### config.mk
export PLATFORM = sky130hd
export DESIGN_NAME = pc_fetch_ctrl_flat
export DESIGN_NICKNAME = d
export VERILOG_FILES = /design/src/rtl/pc_fetch_if.sv /design/src/rtl/pc_fetch_ctrl.sv /design/src/flat_wrapper.sv
export SDC_FILE = /design/constraint.sdc
export NUM_CORES = 1
export LEC_CHECK = 0
export ABC_CLOCK_PERIOD_IN_PS = 6700
export BUFFER_PORTS_ARGS = -buffer_cell sky130_fd_sc_hd__buf_4
export CORE_UTILIZATION = 52
export CTS_BUF_LIST = sky130_fd_sc_hd__clkbuf_8
export CTS_CLUSTER_DIAMETER = 30
export CTS_CLUSTER_SIZE = 28
export DETAILED_ROUTE_END_ITERATION = 10
export PLACE_DENSITY = 0.88
export REMOVE_ABC_BUFFERS = 1
export SYNTH_ARGS = -nofsm -noshare
export SYNTH_HDL_FRONTEND = slang
export SYNTH_SLANG_ARGS = --single-unit
### constraint.sdc
create_clock -name Clk -period 6.7 [get_ports Clk]
set_input_delay 0.67 -clock Clk [delete_from_list [all_inputs] [get_ports Clk]]
set_output_delay 0.67 -clock Clk [all_outputs]
set_load 0.01 [all_outputs]
### src/rtl/pc_fetch_if.sv
// Fetch-controller bus: PC adder, instruction memory and decode handshake signals.
// Optional AlignErr member appears only when PC_ALIGN_CHECK_EN is defined.
interface pc_fetch_if;
    logic [31:0] PCAddResult;
    logic [31:0] PCResult;
    logic        Redirect;
    logic [31:0] RedirectAddr;
    logic        IMemReq;
    logic        IMemAck;
    logic [31:0] IMemData;
    logic        InstrValid;
    logic [31:0] Instruction;
    logic [31:0] InstrPC;
    logic        InstrReady;
`ifdef PC_ALIGN_CHECK_EN
    logic        AlignErr;

    modport master (
        input  PCAddResult, Redirect, RedirectAddr, IMemAck, IMemData, InstrReady,
        output PCResult, IMemReq, InstrValid, Instruction, InstrPC, AlignErr
    );
    modport slave (
        output PCAddResult, Redirect, RedirectAddr, IMemAck, IMemData, InstrReady,
        input  PCResult, IMemReq, InstrValid, Instruction, InstrPC, AlignErr
    );
`else
    modport master (
        input  PCAddResult, Redirect, RedirectAddr, IMemAck, IMemData, InstrReady,
        output PCResult, IMemReq, InstrValid, Instruction, InstrPC
    );
    modport slave (
        output PCAddResult, Redirect, RedirectAddr, IMemAck, IMemData, InstrReady,
        input  PCResult, IMemReq, InstrValid, Instruction, InstrPC
    );
`endif
endinterface

### src/rtl/pc_fetch_ctrl.sv
// Program-counter fetch controller: IDLE -> REQ (memory request) -> HOLD (instruction to decode).
// Define PC_ALIGN_CHECK_EN to reject misaligned redirect targets and raise sticky AlignErr.
module pc_fetch_ctrl #(
    parameter logic [31:0] RESET_PC = 32'h0000_0000
) (
    input  logic       Clk,
    input  logic       Reset,
    pc_fetch_if.master bus
);
    typedef enum logic [1:0] {IDLE, REQ, HOLD} state_t;

    state_t      r_state, w_state_next;
    logic [31:0] r_pc, w_pc_next;
    logic [31:0] r_instr, w_instr_next;
    logic [31:0] r_instr_pc, w_instr_pc_next;
    logic        w_target_ok;

`ifdef PC_ALIGN_CHECK_EN
    logic r_align_err, w_align_err_next;
    assign w_target_ok  = (bus.RedirectAddr[1:0] == 2'b00);
    assign bus.AlignErr = r_align_err;
`else
    assign w_target_ok  = 1'b1;
`endif

    always_ff @(posedge Clk or posedge Reset) begin
        if (Reset) begin
            r_state    <= IDLE;
            r_pc       <= RESET_PC;
            r_instr    <= 32'h0;
            r_instr_pc <= 32'h0;
`ifdef PC_ALIGN_CHECK_EN
            r_align_err <= 1'b0;
`endif
        end else begin
            r_state    <= w_state_next;
            r_pc       <= w_pc_next;
            r_instr    <= w_instr_next;
            r_instr_pc <= w_instr_pc_next;
`ifdef PC_ALIGN_CHECK_EN
            r_align_err <= w_align_err_next;
`endif
        end
    end

    always_comb begin
        w_state_next    = r_state;
        w_pc_next       = r_pc;
        w_instr_next    = r_instr;
        w_instr_pc_next = r_instr_pc;
`ifdef PC_ALIGN_CHECK_EN
        w_align_err_next = r_align_err;
`endif
        case (r_state)
            IDLE: w_state_next = REQ;
            REQ: begin
                // A redirect in the same cycle discards the returned data.
                if (bus.IMemAck && !bus.Redirect) begin
                    w_instr_next    = bus.IMemData;
                    w_instr_pc_next = r_pc;
                    w_pc_next       = bus.PCAddResult;
                    w_state_next    = HOLD;
                end
            end
            HOLD: begin
                if (bus.InstrReady) begin
                    w_state_next = REQ;
                end
            end
            default: w_state_next = IDLE;
        endcase

        // Redirect overrides every other event, in any state.
        if (bus.Redirect) begin
            w_state_next = REQ;
            if (w_target_ok) begin
                w_pc_next = bus.RedirectAddr;
            end
`ifdef PC_ALIGN_CHECK_EN
            else begin
                w_align_err_next = 1'b1;
            end
`endif
        end
    end

    assign bus.IMemReq     = (r_state == REQ);
    assign bus.InstrValid  = (r_state == HOLD);
    assign bus.PCResult    = r_pc;
    assign bus.Instruction = r_instr;
    assign bus.InstrPC     = r_instr_pc;
endmodule
### src/flat_wrapper.sv
// flat-port wrapper written by rule: the top's interface ports become plain ports
module pc_fetch_ctrl_flat 
#(
    parameter logic [31:0] RESET_PC = 32'h0000_0000
)
  (Clk, Reset, bus_PCAddResult, bus_Redirect, bus_RedirectAddr, bus_IMemAck, bus_IMemData, bus_InstrReady, bus_PCResult, bus_IMemReq, bus_InstrValid, bus_Instruction, bus_InstrPC);
  pc_fetch_if bus_i ();
  input  logic Clk;
  input  logic Reset;
  input wire logic [$bits(bus_i.PCAddResult)-1:0] bus_PCAddResult;
  input wire logic [$bits(bus_i.Redirect)-1:0] bus_Redirect;
  input wire logic [$bits(bus_i.RedirectAddr)-1:0] bus_RedirectAddr;
  input wire logic [$bits(bus_i.IMemAck)-1:0] bus_IMemAck;
  input wire logic [$bits(bus_i.IMemData)-1:0] bus_IMemData;
  input wire logic [$bits(bus_i.InstrReady)-1:0] bus_InstrReady;
  output wire logic [$bits(bus_i.PCResult)-1:0] bus_PCResult;
  output wire logic [$bits(bus_i.IMemReq)-1:0] bus_IMemReq;
  output wire logic [$bits(bus_i.InstrValid)-1:0] bus_InstrValid;
  output wire logic [$bits(bus_i.Instruction)-1:0] bus_Instruction;
  output wire logic [$bits(bus_i.InstrPC)-1:0] bus_InstrPC;
  assign bus_i.PCAddResult = bus_PCAddResult;
  assign bus_i.Redirect = bus_Redirect;
  assign bus_i.RedirectAddr = bus_RedirectAddr;
  assign bus_i.IMemAck = bus_IMemAck;
  assign bus_i.IMemData = bus_IMemData;
  assign bus_i.InstrReady = bus_InstrReady;
  assign bus_PCResult = bus_i.PCResult;
  assign bus_IMemReq = bus_i.IMemReq;
  assign bus_InstrValid = bus_i.InstrValid;
  assign bus_Instruction = bus_i.Instruction;
  assign bus_InstrPC = bus_i.InstrPC;
  pc_fetch_ctrl #(.RESET_PC(RESET_PC)) u_core (.Clk(Clk), .Reset(Reset), .bus(bus_i));
endmodule
==> results of run 1 <==
[how the worst min path moves through the flow]
stage / start / end / slack (ns) / cells after the start
after global routing: Reset / u_core.bus.Instruction[10] / 0.43 / 2
after CTS: Reset / u_core.bus.Instruction[10] / 0.41 / 2
after floorplan: u_core.bus.InstrPC[10] / u_core.bus.InstrPC[10] / 0.53 / 1
final: Reset / u_core.bus.Instruction[10] / 0.40 / 2
after global placement: u_core.bus.InstrPC[16] / u_core.bus.InstrPC[16] / 0.47 / 1
after detailed placement: u_core.bus.InstrPC[13] / u_core.bus.InstrPC[13] / 0.48 / 1
[final cells by class]
class                   instances  area [µm²]
inverters                       1        6.26
clock buffers                  12         165
multi-input cells             138        1660
flip-flops and latches         98        2450
well taps                     102         128
clock inverters                 4        25.0
repair buffers                200        1500
fillers                       500        1870
[cell families after synthesis]
family,count (synthesis),synth area share [%]
and+or+nand+nor,6,1.74
buffers and inverters,14,3.27
DFF,98,57.7
AOI/OAI and AO/OA,4,0.795
muxes,128,36.5
[flip-flops by register name, summed over array words and instances (netlist names)]
| register | flops |
|---|---|
| u_core.r_state | 2 |
| u_core.bus.PCResult | 32 |
| u_core.bus.InstrPC | 32 |
| u_core.bus.Instruction | 32 |
[per-layer routing]
metal  vias up  share of wire [%]
li1       1283                  -
met2       120                 53
met3        16                6.7
met4         0                1.8
met1      1356                 38
met5         -                  0
[per-stage QoR]
stage,util (%),cells,setup slack [ns],instance area (µm²)
CTS,76.1,555,4.65,5940
finish,76.1,555,4.64,5940
detailed placement,73.6,539,4.27,5750
floorplan,-,237,3.47,4120
global placement,73.6,539,4.29,5750
global route,76.1,555,4.52,5940
[layout by cell type (no fill, tap or decap)]
master | Yosys | routed
buf_4 | 3 | 200
dfrtp_1 | 98 | 98
mux2_2 | 67 | 67
mux2_1 | 31 | 31
mux2_4 | 30 | 30
clkbuf_8 | 0 | 12
o21ai_0 | 2 | 2
nor2b_4 | 1 | 1
a21oi_4 | 1 | 1
nand3b_4 | 1 | 1
nor2_8 | 1 | 1
and2b_1 | 1 | 1
inv_4 | 0 | 1
nand2b_1 | 1 | 1
nor2b_1 | 1 | 1
a21o_1 | 1 | 1
clkinv_2 | 0 | 1
inv_6 | 0 | 1
clkinvlp_4 | 0 | 1
inv_1 | 1 | 1
[critical path, stage by stage]
cell	delay (ns)
buf_4	0.27
nor2_8	0.86
mux2_2	0.43
[power groups by stage]
stage               Combinational [µW]  Clock [µW]  Sequential (µW)
global placement                   524           0              806
CTS                                539         366              805
global route                       568         389              822
detailed placement                 538           0              815
finish                             530         355              803
floorplan                          175           0              867
==> run metrics, run 1 <==
status=finished, final reports clean; HP Class=in2async; clock sinks=98; unrepaired setup endpoints after global routing=false; maxcap violations=0; GRT Max-Usage Layer=met2; number of hold violations in the final report=0; Net Sw Power=475 µW; routed len/inst=16.5 µm; Inserted Diodes=0; Syn Inst Count=250; DRT iter0 DRCs=57; Post-synth EDFFs=0; Worst Path Arrival=2.29 ns; fin crit period=2.06 ns; DRT Wirelength=9.13 mm; sequential share of power=47.6%; syn_area_per_cell=17.0 µm²; Syn Std Cell Area=0.00425 mm²; initial core utilization=54.5%; row count=32; slew margin rel.=30.0%; Register-to-Register Path Depth=3; Commonest cells post-synth=98 x dfrtp_1, 67 x mux2_2, 31 x mux2_1; maximum vdd drop=0.000136 V; worst endpoint required time=6.93 ns; startpoint types=input pin; register-to-register setup slack=4.67 ns; Max Clk Rate=0.484 GHz; CP endpoint kind=flip-flop; Area Growth Syn to Fin=39.7%; # nets final=549; M1 GR Usage=26.8%; kind of critical path=in2reg; FF+latch count, synth=98; Die ar.=0.00854 mm²; Netlist cell types=16; Seq/Total Area, Yosys=57.7%; post-cts gate resize count=0; vias in the first global route=2967; clk buf depth=2; ANT nets after route=0; global route total overflow=0; Yosys top cell area share=57.7%; # Post-CTS Setup Buffers=0; Tot Pwr=1690 µW; synth top area cells=dfrtp_1 58%, mux2_2 18%, mux2_4 11%, mux2_1 8.2%, buf_6 2.6%; Hold Slack=0.396 ns; worst r2r src=u_core.r_state[1]; TritonCTS buffer count=9; CTS H-Tree Depth=3; Port Buffers=198; Clk Latency, worst-skew pair=0.34 ns; global-route wire length before repair=14.6 mm; vias=2775; die height=92.4 µm; combinational fraction of design power=31.4%; Die W=92.4 µm; Syn. warnings=0; Pwr per Cell Area=284 mW/mm²; Switching Share=28.1%; Post-synth ARST share=100%; clk slew on worst S/H paths=0.09 ns; count of boundary I/O pins=199; final slew viol count=0; CTS root buffer=clkbuf_8; crit path max fanout=64; CTS tree=built; Yosys top cell by area=dfrtp_1; Top FF cell, synth=dfrtp_1; drt first pass iters=4; Residual DRC=0; period utilization=30.8%; met3 GRT Util=4.84%; GPL Wtd Cong=0.737; RR Endpoint=u_core.bus.Instruction[19]; layout cells sized above 1=70.0%; met2 Usage GRT=39.0%; Via density=5.00; final setup vio count=0; CP Launch Point=bus_Redirect; # hold bufs at CTS=0; setup_tns=0 ns; hpwl dp=6.74 mm; Core Footprint=0.00781 mm²; worst-margin pin slew=1.05 ns; Clock Skew=0.00931 ns; top-count cell post-synth=dfrtp_1; Int Power=1210 µW; initial antenna violation count=0; largest net degree at the start of global routing=65; leak pwr=0.00289 µW; GRT Resource Usage Total=22.2%; clock power share=21.0%; CP endpoint=u_core.bus.Instruction[19]
Power figures use the tool's default switching activity.
==> inputs of run 2 (changes only) <==
Settings changed: ABC_CLOCK_PERIOD_IN_PS 6700 to 2050, CORE_UTILIZATION 52 to 48, PLACE_DENSITY 0.88 to 0.82.
Clock period 6.7 ns to 2.05 ns, I/O delays scaled along.
==> run 2 against run 1 <==
Net effect:
- combinational power rose to 3.3 times the previous value
- first-iteration DRC count fell by 58%
- global-route usage down 1.9 points
- flip-flop and latch count stayed put
- die area is 8.1% higher
- core utilization decreased by 3.9 points
- critical path depth rose by 1
- cell count is 1.4% higher
- critical path type is now reg2reg
- largest power group unchanged
==> run metrics, run 2 (synthesis gave the netlist of run 1 again) <==
Util after Layout=72.2% (was 76.1%); Core Footprint=0.00838 mm² (was 0.00781 mm²); sequential share of power=45.5% (was 47.6%); post-route cell area=0.00605 mm² (was 0.00594 mm²); Area Growth Syn to Fin=42.3% (was 39.7%); hpwl dp=6.79 mm (was 6.74 mm); status=finished, final reports clean (unchanged); global-route wire length before repair=14.0 mm (was 14.6 mm); routed len/inst=16.4 µm (was 16.5 µm); unrepaired setup endpoints after global routing=false (unchanged); leak pwr=0.00294 µW (was 0.00289 µW); vias=2754 (was 2775); vias in the first global route=2748 (was 2967); TritonCTS buffer count=9 (unchanged); Via density=4.89 (was 5.00); Post-DP Area=0.00582 mm² (was 0.00575 mm²); Inserted Diodes=0 (unchanged); count of boundary I/O pins=199 (unchanged); most frequent cells in the layout=201 x buf_4, 98 x dfrtp_1, 67 x mux2_2 (was 200 x buf_4, 98 x dfrtp_1, 67 x mux2_2); startpoint types=flip-flop (was input pin); crit path max fanout=30 (was 64); DRT Wirelength=9.22 mm (was 9.13 mm); CTS H-Tree Depth=3 (unchanged); Worst Path Arrival=1.91 ns (was 2.29 ns); Pwr per Cell Area=951 mW/mm² (was 284 mW/mm²); DRT iter0 DRCs=24 (was 57); worst endpoint required time=2.29 ns (was 6.93 ns); # Post-CTS Setup Buffers=0 (unchanged); Residual DRC=0 (unchanged); ANT nets after route=0 (unchanged); maximum vdd drop=0.000473 V (was 0.000136 V); global route total overflow=0 (unchanged); Die W=96.1 µm (was 92.4 µm); row count=33 (was 32); kind of critical path=reg2reg (was in2reg); clock power share=23.9% (was 21.0%); Net Sw Power=1610 µW (was 475 µW); initial antenna violation count=0 (unchanged); worst-margin pin slew=0.554 ns (was 1.05 ns); initial core utilization=50.7% (was 54.5%); clk buf depth=2 (unchanged); Int Power=4140 µW (was 1210 µW); Clock Skew=0.0146 ns (was 0.00931 ns); GPL Wtd Cong=0.691 (was 0.737); Port Buffers=198 (unchanged); post-cts gate resize count=0 (unchanged); clock sinks=98 (unchanged); largest net degree at the start of global routing=61 (was 65); setup_tns=0 ns (unchanged); commonest non-fill, non-tap cell in the layout=buf_4 (unchanged); Clk Latency, worst-skew pair=0.36 ns (was 0.34 ns); Max Clk Rate=0.597 GHz; period utilization=81.7%; CTS tree=built (unchanged); layout cells sized above 1=70.3% (was 70.0%); combinational fraction of design power=30.6% (was 31.4%); clk slew on worst S/H paths=0.10 ns (was 0.09 ns); Switching Share=28.1% (about the same); # nets final=554 (was 549); CTS root buffer=clkbuf_8 (unchanged); final slew viol count=0 (unchanged); GRT Resource Usage Total=20.3% (was 22.2%); fin crit period=1.67 ns; HP Class=in2reg (was in2async); WHS Path Cells=2; final setup vio count=0 (unchanged); maxcap violations=0 (unchanged); die height=96.1 µm (was 92.4 µm); number of hold violations in the final report=0 (unchanged); Register-to-Register Path Depth=4 (was 3); drt first pass iters=4 (unchanged); CP endpoint kind=flip-flop (unchanged); Die ar.=0.00924 mm² (was 0.00854 mm²); slew margin rel.=63.0% (was 30.0%)
run 2: cell types whose count changed in the layout (fill, tap and decap cells not counted):
cell	change
buf_4	+1
dlygate4sd3_1	+1
bufinv_16	+2
inv_1	-1
inv_6	+2
clkbuf_8	-3
buf_12	+3
run 2: worst paths after layout:
| kind | slack [ns] | startpoint | end |
|---|---|---|---|
| worst max-delay path | 0.38 | u_core.r_state[1] | u_core.bus.InstrPC[6] |
| worst min-delay path | 0.06 | bus_IMemData[0] | u_core.bus.Instruction[0] |
| worst max register to register | 0.38 | u_core.r_state[1] | u_core.bus.InstrPC[6] |
| worst min register to register | 0.49 | u_core.bus.Instruction[5] | u_core.bus.Instruction[5] |
| max in group asynchronous | 1.12 | Reset | u_core.bus.PCResult[27] |
| min in group asynchronous | 0.34 | Reset | u_core.bus.Instruction[31] |
run 2: power by group through the flow:
stage / clock, µW / combinational (µW) / sequential [µW]
2_1_floorplan: 0 / 572 / 2840
3_3_place_gp: 0 / 1740 / 2640
3_5_place_dp: 0 / 1790 / 2660
4_1_cts: 1410 / 1790 / 2630
5_1_grt: 1510 / 1900 / 2680
6_report: 1380 / 1760 / 2620
run 2: cell type report:
class	count	area, µm²
clock buffer	9	124
clock inverter	7	98.8
fill	571	2330
inverter	1	6.26
multi-input combinational	138	1660
sequential	98	2450
tap	105	131
timing repair buffer	205	1580
run 2: worst max-delay path, cell delays in order (launching register included):
cell and delay (ns):
dfrtp_1 0.45, nand3b_4 0.21, nor2_8 0.27, buf_12 0.25
mux2_2 0.36
run 2: metal layers:
| layer | track usage [%] | routed length [µm] | share of wire, % | up-vias |
|---|---|---|---|---|
| met5 | 0 | 0 | 0 | - |
| met4 | 5.22 | 106 | 1.1 | 0 |
| met3 | 6.56 | 795 | 8.6 | 8 |
| met2 | 34.2 | 4660 | 51 | 127 |
| met1 | 25.2 | 3660 | 40 | 1323 |
| li1 | - | - | - | 1296 |
run 2: stage by stage:
step | total power, µW | instances | setup slack, ns | hold WS [ns]
CTS | 5820 | 563 | 0.368 | 0.0426
finish | 5750 | 563 | 0.376 | 0.0565
detailed placement | 4450 | 546 | 0.385 | 0.151
global route | 6100 | 563 | 0.300 | 0.0285
global placement | 4380 | 546 | 0.448 | 0.141
floorplan | 3410 | 237 | -0.717 | 0.271
run 2: timing repair:
| action | 4_1_cts | 5_1_grt |
|---|---|---|
| endpoints found under the setup margin | 0 | 0 |
| hold buffers | 1 | 0 |
| hold endpoints to repair | 13 | 0 |
==> inputs of run 3 (changes only) <==
Settings changed: ABC_CLOCK_PERIOD_IN_PS 2050 to 1600.
Clock period 2.05 ns to 1.6 ns, I/O delays scaled along.
==> run 3 against run 2 <==
Net effect:
- hold slack got worse by 0.038 ns
- combinational power increased by 28%
- clock power increased by 25%
- flip-flop and latch count unchanged
- sequential power increased by 29%
- die area unchanged
- register-to-register slack got worse by 0.28 ns
- cell count increased by 0.36%
- global-route usage increased by 0.54 points
- count of clock-buffer cells in the layout unchanged
- core utilization increased by 0.49 points
- critical path depth unchanged
==> run metrics, run 3 (synthesis gave the netlist of run 1 again) <==
Port Buffers=198 (unchanged); final slew viol count=0 (unchanged); Clock Skew=0.0109 ns (was 0.0146 ns); Core Footprint=0.00838 mm² (unchanged); worst slack at placement=0.0963 ns (was 0.385 ns); final worst slack=0.0932 ns (was 0.376 ns); CTS H-Tree Depth=3 (unchanged); unrepaired setup endpoints after global routing=false (unchanged); Max Clk Rate=0.664 GHz (was 0.597 GHz); routed len/inst=16.3 µm (was 16.4 µm); post-cts gate resize count=0 (unchanged); hpwl dp=7.01 mm (was 6.79 mm); worst r2r src=u_core.r_state[0] (was u_core.r_state[1]); # Post-CTS Setup Buffers=0 (unchanged); RR Endpoint=u_core.bus.PCResult[17] (was u_core.bus.InstrPC[6]); kind of critical path=reg2reg (unchanged); Residual DRC=0 (unchanged); most frequent cells in the layout=201 x buf_4, 98 x dfrtp_1, 67 x mux2_2 (unchanged); initial core utilization=50.7% (unchanged); Pwr per Cell Area=1210 mW/mm² (was 951 mW/mm²); # nets final=557 (was 554); commonest non-fill, non-tap cell in the layout=buf_4 (unchanged); layout cells sized above 1=70.2% (was 70.3%); worst endpoint required time=1.85 ns (was 2.29 ns); die height=96.1 µm (unchanged); crit path max fanout=11 (was 30); largest net degree at the start of global routing=38 (was 61); GRT Resource Usage Total=20.8% (was 20.3%); drt first pass iters=2 (was 4); worst-margin pin slew=0.541 ns (was 0.554 ns); CTS tree=built (unchanged); Worst Path Arrival=1.76 ns (was 1.91 ns); # hold bufs at CTS=2 (was 1); vias in the first global route=2901 (was 2748); CTS root buffer=clkbuf_8 (unchanged); TritonCTS buffer count=9 (unchanged); vias=2777 (was 2754); Die ar.=0.00924 mm² (unchanged); slew margin rel.=63.9% (was 63.0%); GPL Wtd Cong=0.703 (was 0.691); min-delay src=bus_IMemData[31] (was bus_IMemData[0]); leak pwr=0.00295 µW (was 0.00294 µW); Via density=4.92 (was 4.89); period utilization=94.2% (was 81.7%); Hold Path Sink=u_core.bus.Instruction[31] (was u_core.bus.Instruction[0]); clk slew on worst S/H paths=0.10 ns (about the same); ANT nets after route=0 (unchanged); DRT Wirelength=9.24 mm (was 9.22 mm); clk buf depth=2 (unchanged); clock sinks=98 (unchanged); Tot Pwr=7350 µW (was 5750 µW); register-to-register setup slack=0.09 ns (was 0.38 ns); Area Growth Syn to Fin=43.3% (was 42.3%); row count=33 (unchanged); WHS Path Cells=2 (unchanged); DRT iter0 DRCs=36 (was 24); initial antenna violation count=0 (unchanged); CP endpoint kind=flip-flop (unchanged); number of hold violations in the final report=0 (unchanged); maxcap violations=0 (unchanged); Fillers=583 (was 571); register area=0.00245 mm² (unchanged); multi-input logic area=0.00166 mm² (unchanged); Clk Latency, worst-skew pair=0.35 ns (was 0.36 ns); final setup vio count=0 (unchanged); Register-to-Register Path Depth=4 (unchanged); maximum vdd drop=0.000593 V (was 0.000473 V); Inserted Diodes=0 (unchanged); CP Launch Point=u_core.r_state[0] (was u_core.r_state[1]); fin crit period=1.51 ns (was 1.67 ns); global route total overflow=0 (unchanged); setup_tns=0 ns (unchanged); global-route wire length before repair=14.3 mm (was 14.0 mm); status=finished, final reports clean (unchanged); Die W=96.1 µm (unchanged); startpoint types=flip-flop (unchanged); HP Class=in2reg (unchanged); count of boundary I/O pins=199 (unchanged)
## run 3: power by group
| part | switching (µW) | leakage, µW | internal, µW |
|---|---|---|---|
| logic | 868 | 0.00170 | 1390 |
| clock network | 847 | 0.000106 | 881 |
| registers | 334 | 0.00115 | 3030 |
## run 3: worst max-delay path: stages, from the launching register on
cell     delay, ns
dfrtp_1       0.45
nor2b_4       0.16
a21oi_4       0.18
buf_4         0.26
mux2_2        0.36
## run 3: layout make-up
class / count / area share (%)
multi-input cells: 138 / 27.3
well taps: 105 / 2.16
inverters: 1 / 0.103
repair buffers: 208 / 26.7
clock buffers: 9 / 2.03
flip-flops and latches: 98 / 40.2
clock inverters: 6 / 1.48
## run 3: how the worst max path moves through the flow
stage,cells past startpoint,end
finish,4,u_core.bus.PCResult[17]
global route,4,u_core.bus.PCResult[17]
CTS,4,u_core.bus.PCResult[17]
detailed placement,4,u_core.bus.PCResult[17]
global placement,4,u_core.bus.PCResult[17]
floorplan,1,u_core.bus.InstrPC[0]
## run 3: through the flow
| stage | hold slack (ns) | instances | cell area (µm²) | utilization, % |
|---|---|---|---|---|
| floorplan | 0.226 | 237 | 4120 | - |
| global placement | 0.0724 | 548 | 5860 | 69.9 |
| detailed placement | 0.0756 | 548 | 5860 | 69.9 |
| CTS | 0.000461 | 565 | 6090 | 72.7 |
| global route | 0.00489 | 565 | 6090 | 72.7 |
| finish | 0.0181 | 565 | 6090 | 72.7 |
## run 3: layer usage
layer,global-route usage [%],part of all wire (%)
met1,24.7,38
met3,5.53,8.4
met2,36.0,52
met5,0,0
met4,8.21,1.5
